===== config.mk =====
export PLATFORM = sky130hd
export DESIGN_NAME = booth_multiplier_flat
export DESIGN_NICKNAME = d
export VERILOG_FILES = /design/src/rtl/booth_pkg.sv /design/src/rtl/booth_multiplier_if.sv /design/src/rtl/booth_step.sv /design/src/rtl/booth_multiplier.sv /design/src/flat_wrapper.sv
export SDC_FILE = /design/constraint.sdc
export NUM_CORES = 1
export LEC_CHECK = 0
export CORE_MARGIN = 4
export CORE_UTILIZATION = 40
export DETAILED_ROUTE_END_ITERATION = 7
export SYNTH_ARGS = -nofsm -noshare
export SYNTH_HDL_FRONTEND = slang
export SYNTH_SLANG_ARGS = --single-unit

===== constraint.sdc =====
create_clock -name clk -period 3 [get_ports clk]
set_clock_uncertainty 0.05 [all_clocks]
set_input_delay 0.6 -clock clk [delete_from_list [all_inputs] [get_ports clk]]
set_output_delay 0.6 -clock clk [all_outputs]
set_load 0.05 [all_outputs]

===== src/rtl/booth_pkg.sv =====
// Shared constants and types for the radix-2 Booth sequential multiplier.
package booth_pkg;

  localparam int DEFAULT_WIDTH = 8;
  localparam int CNT_W         = $clog2(DEFAULT_WIDTH + 1);

  typedef enum logic {
    IDLE = 1'b0,
    RUN  = 1'b1
  } state_e;

endpackage


===== src/rtl/booth_multiplier_if.sv =====
// Caller-side bus of the multiplier: start/operands in, product/busy out.
interface booth_multiplier_if
  import booth_pkg::*;
#(
  parameter int WIDTH = DEFAULT_WIDTH
);

  logic                 start;
  logic [WIDTH-1:0]     a;
  logic [WIDTH-1:0]     b;
  logic [2*WIDTH-1:0]   ab;
  logic                 busy;

  modport master (output start, a, b, input ab, busy);
  modport slave  (input start, a, b, output ab, busy);

endinterface


===== src/rtl/booth_step.sv =====
// One combinational Booth iteration: conditional add/subtract of M, then
// arithmetic right shift of the {acc, Q, Q-1} register chain.
module booth_step
  import booth_pkg::*;
#(
  parameter int WIDTH = DEFAULT_WIDTH
) (
  input  logic [WIDTH:0]   acc_i,
  input  logic [WIDTH-1:0] q_i,
  input  logic             qm1_i,
  input  logic [WIDTH:0]   m_i,
  output logic [WIDTH:0]   acc_o,
  output logic [WIDTH-1:0] q_o,
  output logic             qm1_o
);

  logic [WIDTH:0] sum;

  always_comb begin
    unique case ({q_i[0], qm1_i})
      2'b01:   sum = acc_i + m_i;
      2'b10:   sum = acc_i - m_i;
      default: sum = acc_i;
    endcase
    // The accumulator sign bit is replicated so the shift stays arithmetic.
    acc_o = {sum[WIDTH], sum[WIDTH:1]};
    q_o   = {sum[0], q_i[WIDTH-1:1]};
    qm1_o = q_i[0];
  end

endmodule


===== src/rtl/booth_multiplier.sv =====
// Sequential signed multiplier: one Booth step per clock, WIDTH steps per
// operation, product registered into ab only when the last step completes.
module booth_multiplier
  import booth_pkg::*;
#(
  parameter int WIDTH = DEFAULT_WIDTH
) (
  input  logic               clk,
  input  logic               rst_n,
  booth_multiplier_if.slave  bus
);

  localparam int CntW = $clog2(WIDTH + 1);

  state_e               state_q, state_d;
  logic [WIDTH:0]       acc_q, acc_d;
  logic [WIDTH-1:0]     q_q, q_d;
  logic                 qm1_q, qm1_d;
  logic [WIDTH:0]       m_q, m_d;
  logic [CntW-1:0]      cnt_q, cnt_d;
  logic [2*WIDTH-1:0]   ab_q, ab_d;

  logic [WIDTH:0]       stepAcc;
  logic [WIDTH-1:0]     stepQ;
  logic                 stepQm1;

  booth_step #(.WIDTH(WIDTH)) u_step (
    .acc_i (acc_q),
    .q_i   (q_q),
    .qm1_i (qm1_q),
    .m_i   (m_q),
    .acc_o (stepAcc),
    .q_o   (stepQ),
    .qm1_o (stepQm1)
  );

  always_ff @(posedge clk or negedge rst_n) begin
    if (!rst_n) begin
      state_q <= IDLE;
      acc_q   <= '0;
      q_q     <= '0;
      qm1_q   <= 1'b0;
      m_q     <= '0;
      cnt_q   <= '0;
      ab_q    <= '0;
    end else begin
      state_q <= state_d;
      acc_q   <= acc_d;
      q_q     <= q_d;
      qm1_q   <= qm1_d;
      m_q     <= m_d;
      cnt_q   <= cnt_d;
      ab_q    <= ab_d;
    end
  end

  always_comb begin
    state_d = state_q;
    acc_d   = acc_q;
    q_d     = q_q;
    qm1_d   = qm1_q;
    m_d     = m_q;
    cnt_d   = cnt_q;
    ab_d    = ab_q;

    unique case (state_q)
      IDLE: begin
        if (bus.start) begin
          state_d = RUN;
          m_d     = {bus.a[WIDTH-1], bus.a};
          q_d     = bus.b;
          acc_d   = '0;
          qm1_d   = 1'b0;
          cnt_d   = CntW'(WIDTH);
        end
      end
      RUN: begin
        acc_d = stepAcc;
        q_d   = stepQ;
        qm1_d = stepQm1;
        cnt_d = cnt_q - CntW'(1);
        // The acc MSB is only a guard bit; the product is the low 2*WIDTH bits.
        if (cnt_q == CntW'(1)) begin
          state_d = IDLE;
          ab_d    = {stepAcc[WIDTH-1:0], stepQ};
        end
      end
      default: state_d = IDLE;
    endcase
  end

  assign bus.ab   = ab_q;
  assign bus.busy = (state_q == RUN);

endmodule


===== src/flat_wrapper.sv =====
// flat-port wrapper written by rule: the top's interface ports become plain ports
module booth_multiplier_flat import booth_pkg::*;
#(
  parameter int WIDTH = DEFAULT_WIDTH
)
  (clk, rst_n, bus_start, bus_a, bus_b, bus_ab, bus_busy);
  booth_multiplier_if #(.WIDTH(WIDTH)) bus_i ();
  input  logic clk;
  input  logic rst_n;
  input wire logic [$bits(bus_i.start)-1:0] bus_start;
  input wire logic [$bits(bus_i.a)-1:0] bus_a;
  input wire logic [$bits(bus_i.b)-1:0] bus_b;
  output wire logic [$bits(bus_i.ab)-1:0] bus_ab;
  output wire logic [$bits(bus_i.busy)-1:0] bus_busy;
  assign bus_i.start = bus_start;
  assign bus_i.a = bus_a;
  assign bus_i.b = bus_b;
  assign bus_ab = bus_i.ab;
  assign bus_busy = bus_i.busy;
  booth_multiplier #(.WIDTH(WIDTH)) u_core (.clk(clk), .rst_n(rst_n), .bus(bus_i));
endmodule

==> key figures, run 1 <==
Run status
  – Status: completed

Clock tree
  – H-tree levels: 2
  – CTS max path bufs: 2
  – Worst-Skew Late Latency: 0.30 ns
  – Clock root cell: clkbuf_8
  – Worst-path clk slew: roughly 0.080 ns
  – CTS Hold Bufs: 0
  – Clock sink count: 46
  – Post_cts resized: 0
  – CTS Buf Count: 5
  – CTS tree: yes
  – Setup bufs post-CTS: 0

Finish
  – Area growth, synth to finish: 18.5%
  – Non-Filler Instances: between 300 and 400
  – Multi-input gate area: 0.00133 sq mm
  – Nets: 339
  – Number of fill cells in the layout: 611
  – Inserted Diodes: 0
  – Share of layout cells above drive strength 1: 10.4%
  – Storage element area: 0.00115 sq mm

Drt
  – Routed vias: approximately 2k
  – Post-DR wirelength/cell: 15.0 microns
  – Post-route DRC: 0
  – Final WL: between 5000 and 6000 microns
  – Drt via density: 5.24
  – Initial DRT Pass Iterations: 4
  – Antenna-violating nets left: 0
  – Violation count after the first detailed-routing iteration: 77

Placement
  – DP HPWL: just over 4000 microns
  – Port bufs: 35
  – GPL Wtd Cong: 0.838
  – Cell Count Post-Placement: about 380

Synth
  – Cell area after synthesis: between 0.002 and 0.003 sq mm
  – Net count after synthesis: 307
  – Yosys Warn Count: 0
  – Largest area contributor in the netlist: dfrtp_1
  – Syn_area_per_cell: 9.57 sq um
  – Top-area cell type share of the netlist area: 43.7%
  – Register area share after synthesis: 43.7%
  – #FFs+latches synth: 46
  – Post-synth EDFFs: 0
  – Post-Synthesis Cells: between 200 and 300
  – Post-synth ARST share: 100%
  – Prevailing post-synth register cell: dfrtp_1
  – Cell variety after synth: 49
  – Main area contributors after synthesis: dfrtp_1, nand2_1, ha_1

GRT
  – Pin count of the biggest net entering global routing: 35
  – First-pass GRT wire length: 9740 microns
  – Initial antenna violation count: 0
  – Grt ovf: 0
  – Tot GR Track Use: 15.7%
  – Vias in the first global route: 2023

Die
  – Initial Utilization: 41.2%
  – Ports: 36
  – Std-Cell Rows: 29
  – Core area: 0.00639 sq mm
  – Die span in x: roughly 89 microns
  – Die Height: 89.1 microns
  – Total die area: 0.00794 sq mm

Critical path
  – CP Max Fanout: 8
  – Reg-to-reg setup timing slack: 0.26 ns
  – Critical path type: register to register
  – CP Launch Type: register
  – Worst Setup End Kind: register
  – Worst EP arrival: 2.89 ns
  – CP Data Required Time: roughly 3.2 ns

Timing
  – Final period util: 91.4%
  – Worst hold slack: 0.130 ns
  – Final min period: between 2 and 3 ns
  – RSZ-0062 raised after global routing: false
  – Fin. max-slew vios: 0
  – Final setup vio count: 0
  – Tightest Pin Transition: 0.597 ns
  – Final total negative setup slack: 0 ns
  – Fmax: 365 MHz
  – Worst rel slew slack: 60.2%
  – Endpoints failing hold: 0

Hold path
  – Worst Hold Class: input pin to asynchronous set/reset pin

Run
  – Maximum Capacitance Violations: 0
[kinds of logic after synthesis]
logic type / share of synthesized area, %
adders and majority gates: 6.47
DFF: 43.7
buffers and inverters: 5.85
AOI/OAI and AO/OA: 16.2
xor gates and xnor gates: 4.28
and+or+nand+nor: 16.7
muxes: 6.80
[Yosys cell counts (2+ instances only)]
library cell  count
a211oi_1          3
a21o_1            2
a21oi_1          12
a31oi_1           3
and3_1            2
buf_2             7
clkbuf_1          5
dfrtp_1          46
ha_1             12
inv_1            12
mux2_1            2
mux2_2            5
mux2i_1          10
nand2_1          50
nand2b_1          2
nand3_1           4
nand3b_1          2
nor2_1           18
nor2b_1           5
nor3_1            7
o21a_1            2
o21ai_0          13
o21ai_1          10
o21ai_2           2
o22ai_1           4
o31ai_1           3
xnor2_1           8
xor2_1            3
[flip-flops by register name, indices dropped and copies added (netlist names)]
signal / count
u_core.bus.ab: 16
u_core.bus.busy: 1
u_core.cnt_q: 4
u_core.acc_q: 8
u_core.qm1_q: 1
u_core.m_q: 8
u_core.q_q: 8
[worst max-delay path, stage by stage, from the launching register on]
cell and delay, ns:
dfrtp_1 0.37, inv_1 0.07, ha_2 0.28, mux2_2 0.39
fa_1 0.42, nand2b_1 0.17, a21oi_2 0.26, o21ai_4 0.13
nor4_1 0.33, a211oi_2 0.08, o311ai_1 0.09
[layer usage]
layer  wire, microns  GRT usage [%]
met1            2700           21.5
met2            2670           25.3
met3             367           3.78
met4              39           3.92
met5               0              0
[per-stage QoR]
step / setup WS (ns) / util, % / area, sq um
after CTS: 0.170 / 48.8 / 3120
after detailed placement: 0.184 / 47.1 / 3010
after global routing: 0.0504 / 48.8 / 3120
after floorplan: 0.492 / - / 2630
final: 0.258 / 48.8 / 3120
after global placement: 0.296 / 47.1 / 3010
[area by class of cell]
type                    instances  share of cell area [%]
multi-input cells             201                    42.6
flip-flops and latches         46                    36.9
repair buffers                 40                    12.3
well taps                      77                    3.09
clock buffers                   6                    2.33
inverters                      13                    1.57
clock inverters                 2                    1.20
[cells in the final DEF, fill, tap and decap left out, types with 4 or more instances in the layout]
cell,netlist,layout
nor3_1,7,7
mux2i_1,10,10
a21oi_1,12,12
clkbuf_8,0,5
o22ai_1,4,4
o21ai_1,10,10
nand2_1,50,50
mux2_2,5,5
nor2b_1,5,5
inv_1,12,12
clkdlybuf4s50_1,0,34
ha_1,12,11
nand3_1,4,4
dfrtp_1,46,46
xnor2_1,8,8
nor2_1,18,18
buf_4,0,5
o21ai_0,13,13
[final timing paths]
check                                       from               end  depth (start not counted)
worst max-delay path                u_core.qm1_q   u_core.acc_q[7]                         10
worst min-delay path                       rst_n     u_core.m_q[3]                          1
worst max register to register      u_core.qm1_q   u_core.acc_q[7]                         10
worst min register to register  u_core.bus.ab[6]  u_core.bus.ab[6]                          2
max in group asynchronous                  rst_n  u_core.bus.ab[3]                          2
min in group clk                u_core.bus.ab[6]  u_core.bus.ab[6]                          2
Power of run 1 is not shown: default switching activity piles up to over one toggle a cycle in this logic, so the estimate is an artifact.
==> run 2: changes to the inputs <==
- HOLD_SLACK_MARGIN: default -> 0.02
==> results of run 2 <==
No change in the layout: final DEF, timing and power equal those of run 1.
Power of run 2 is left out for the same reason.
==> edit: new RTL, flow settings as in run 1 <==
The package constant `DEFAULT_WIDTH` goes from 8 to 16.
--- a/src/rtl/booth_pkg.sv
+++ b/src/rtl/booth_pkg.sv
@@ -1,7 +1,7 @@
 // Shared constants and types for the radix-2 Booth sequential multiplier.
 package booth_pkg;
 
-  localparam int DEFAULT_WIDTH = 8;
+  localparam int DEFAULT_WIDTH = 16;
   localparam int CNT_W         = $clog2(DEFAULT_WIDTH + 1);
 
   typedef enum logic {
Ports: changed (resized bus_a, bus_ab and bus_b); port bits go from 36 to 68. No check against the original RTL was run, so the function may have changed too.
==> edit against run 1 <==
  * Area after synthesis is 82% higher
  * Via count is 100% higher
  * Routed wire length is 100% higher
  * Cell count is 100% higher
  * Highest routed layer unchanged
  * The run now ends with negative setup slack left
  * Critical endpoint is now u_core.bus.ab[31]
  * Setup slack lost 0.42 ns
  * Die area grew 73%
  * Critical path depth rose by 3
  * Sequential cell count rose by 41
  * Cell area up 110%
  * Critical path type unchanged
Power is not shown: default switching activity piles up to over one toggle a cycle in this logic, so the estimate is an artifact.
==> edit: results (changes against run 1) <==
- The flow ran to the end, but the final reports show violations.
- The checks that failed: negative setup slack.
- The final worst slack is -0.1638 ns (-0.4216 ns).
- The global placement routability congestion came to 0.8384 (about the same).
- The number of H-tree levels is 3 (+1).
- The commonest cells after synthesis are sky130_fd_sc_hd__nand2_1 (106), sky130_fd_sc_hd__dfrtp_1 (87), sky130_fd_sc_hd__o21ai_0 (37).
- The worst reg2reg path depth is 13 (+3).
- The measured slew at the worst slew-check pin was 1.064 ns (+0.4672 ns).
- The xor/xnor share of the synthesized area is 0.05499 (+0.01219).
- The instance count after placement with tap cells included came to 756 (+100%).
- The count of distinct cell types in the synthesized netlist was 55 (+12%).
- The count of buffers from port buffering came to 67 (+91%).
- The number of endpoints failing setup at the final stage is 4 (+4).
- The maximum fanout count along the critical path is 4 (-4).
- The largest net degree at the start of global routing is 38 (+8.6%).
- The number of nets in the synthesized netlist was 568 (+85%).
- The average wire length per cell after detail routing was 15.08 um (+0.46%).
- The wire length of the first global-routing pass is 19410 um (+99%).
- The count of non-filler cells in the finished layout is 783 (+100%).
- The HPWL reported at the end of detailed placement is 8338 um (+100%).
- Yosys attributes the largest share of cell area to sky130_fd_sc_hd__dfrtp_1 (46%), sky130_fd_sc_hd__nand2_1 (8.3%), sky130_fd_sc_hd__mux2_2 (5.4%).
- The arrival time of data at the critical path endpoint was 3.35 ns (+0.46 ns).
- The number of global-route vias before repair is 4007 (+98%).
- The sequential fraction of the synthesis area is 0.4556 (+0.01815).
- The clock insertion delay at the later pin of the skew report is 0.35 ns (+0.05 ns).
==> edit: cell types whose count changed after synthesis, sizes merged, moves of 9 or more <==
cell    before  now
mux2         7   23
nor2        19   33
xnor2        8   17
xor2         4   13
dfrtp       46   87
clkbuf       6   20
a21oi       13   28
o21ai       26   48
nand2       50  106
==> edit: cells by family after synthesis <==
logic type,after synthesis
buf+inv,44
fa+ha+maj,21
simple gates,178
xor+xnor,30
compound gates,113
flops,87
mux,39
==> edit: metrics by stage <==
stage               utilization  hold WS (ns)  setup WS [ns]
floorplan                     -        0.2544        -0.1180
global placement         0.5174        0.4070        -0.1685
detailed placement       0.5174        0.4115        -0.2410
CTS                      0.5509        0.1673        -0.2034
global route             0.5653        0.1991        -0.3146
finish                   0.5653        0.1578        -0.1638
==> edit: repair_timing <==
| action | in CTS | in global routing |
|---|---|---|
| setup buffers | 6 | 5 |
| endpoints found under the setup margin | 18 | 20 |
| pin swaps | 4 | 10 |
| resized for setup | 8 | 30 |
==> edit: area by class of cell <==
| class | count | area share |
|---|---|---|
| Clock buffer | 9 | 0.03445 |
| Clock inverter | 7 | 0.01187 |
| Inverter | 17 | 0.009761 |
| Multi-Input combinational cell | 381 | 0.3967 |
| Sequential cell | 87 | 0.3332 |
| Tap cell | 143 | 0.02737 |
| Timing Repair Buffer | 139 | 0.1866 |
==> edit: layer usage <==
layer,vias up,GRT usage,routed length [um]
li1,2005,-,-
met1,1971,0.2473,5686
met5,-,0,0
met2,87,0.2858,5395
met4,0,0.07034,238
met3,15,0.02725,488
==> edit: worst max-delay path by stage <==
stage                              from                 to  cells after the start
after floorplan           u_core.m_q[4]  u_core.bus.ab[31]                     13
after global placement    u_core.m_q[4]  u_core.bus.ab[28]                     15
after detailed placement   u_core.qm1_q  u_core.bus.ab[31]                     15
after CTS                 u_core.m_q[4]  u_core.bus.ab[31]                     13
after global routing      u_core.m_q[0]  u_core.bus.ab[31]                     14
final                     u_core.m_q[4]  u_core.bus.ab[31]                     13
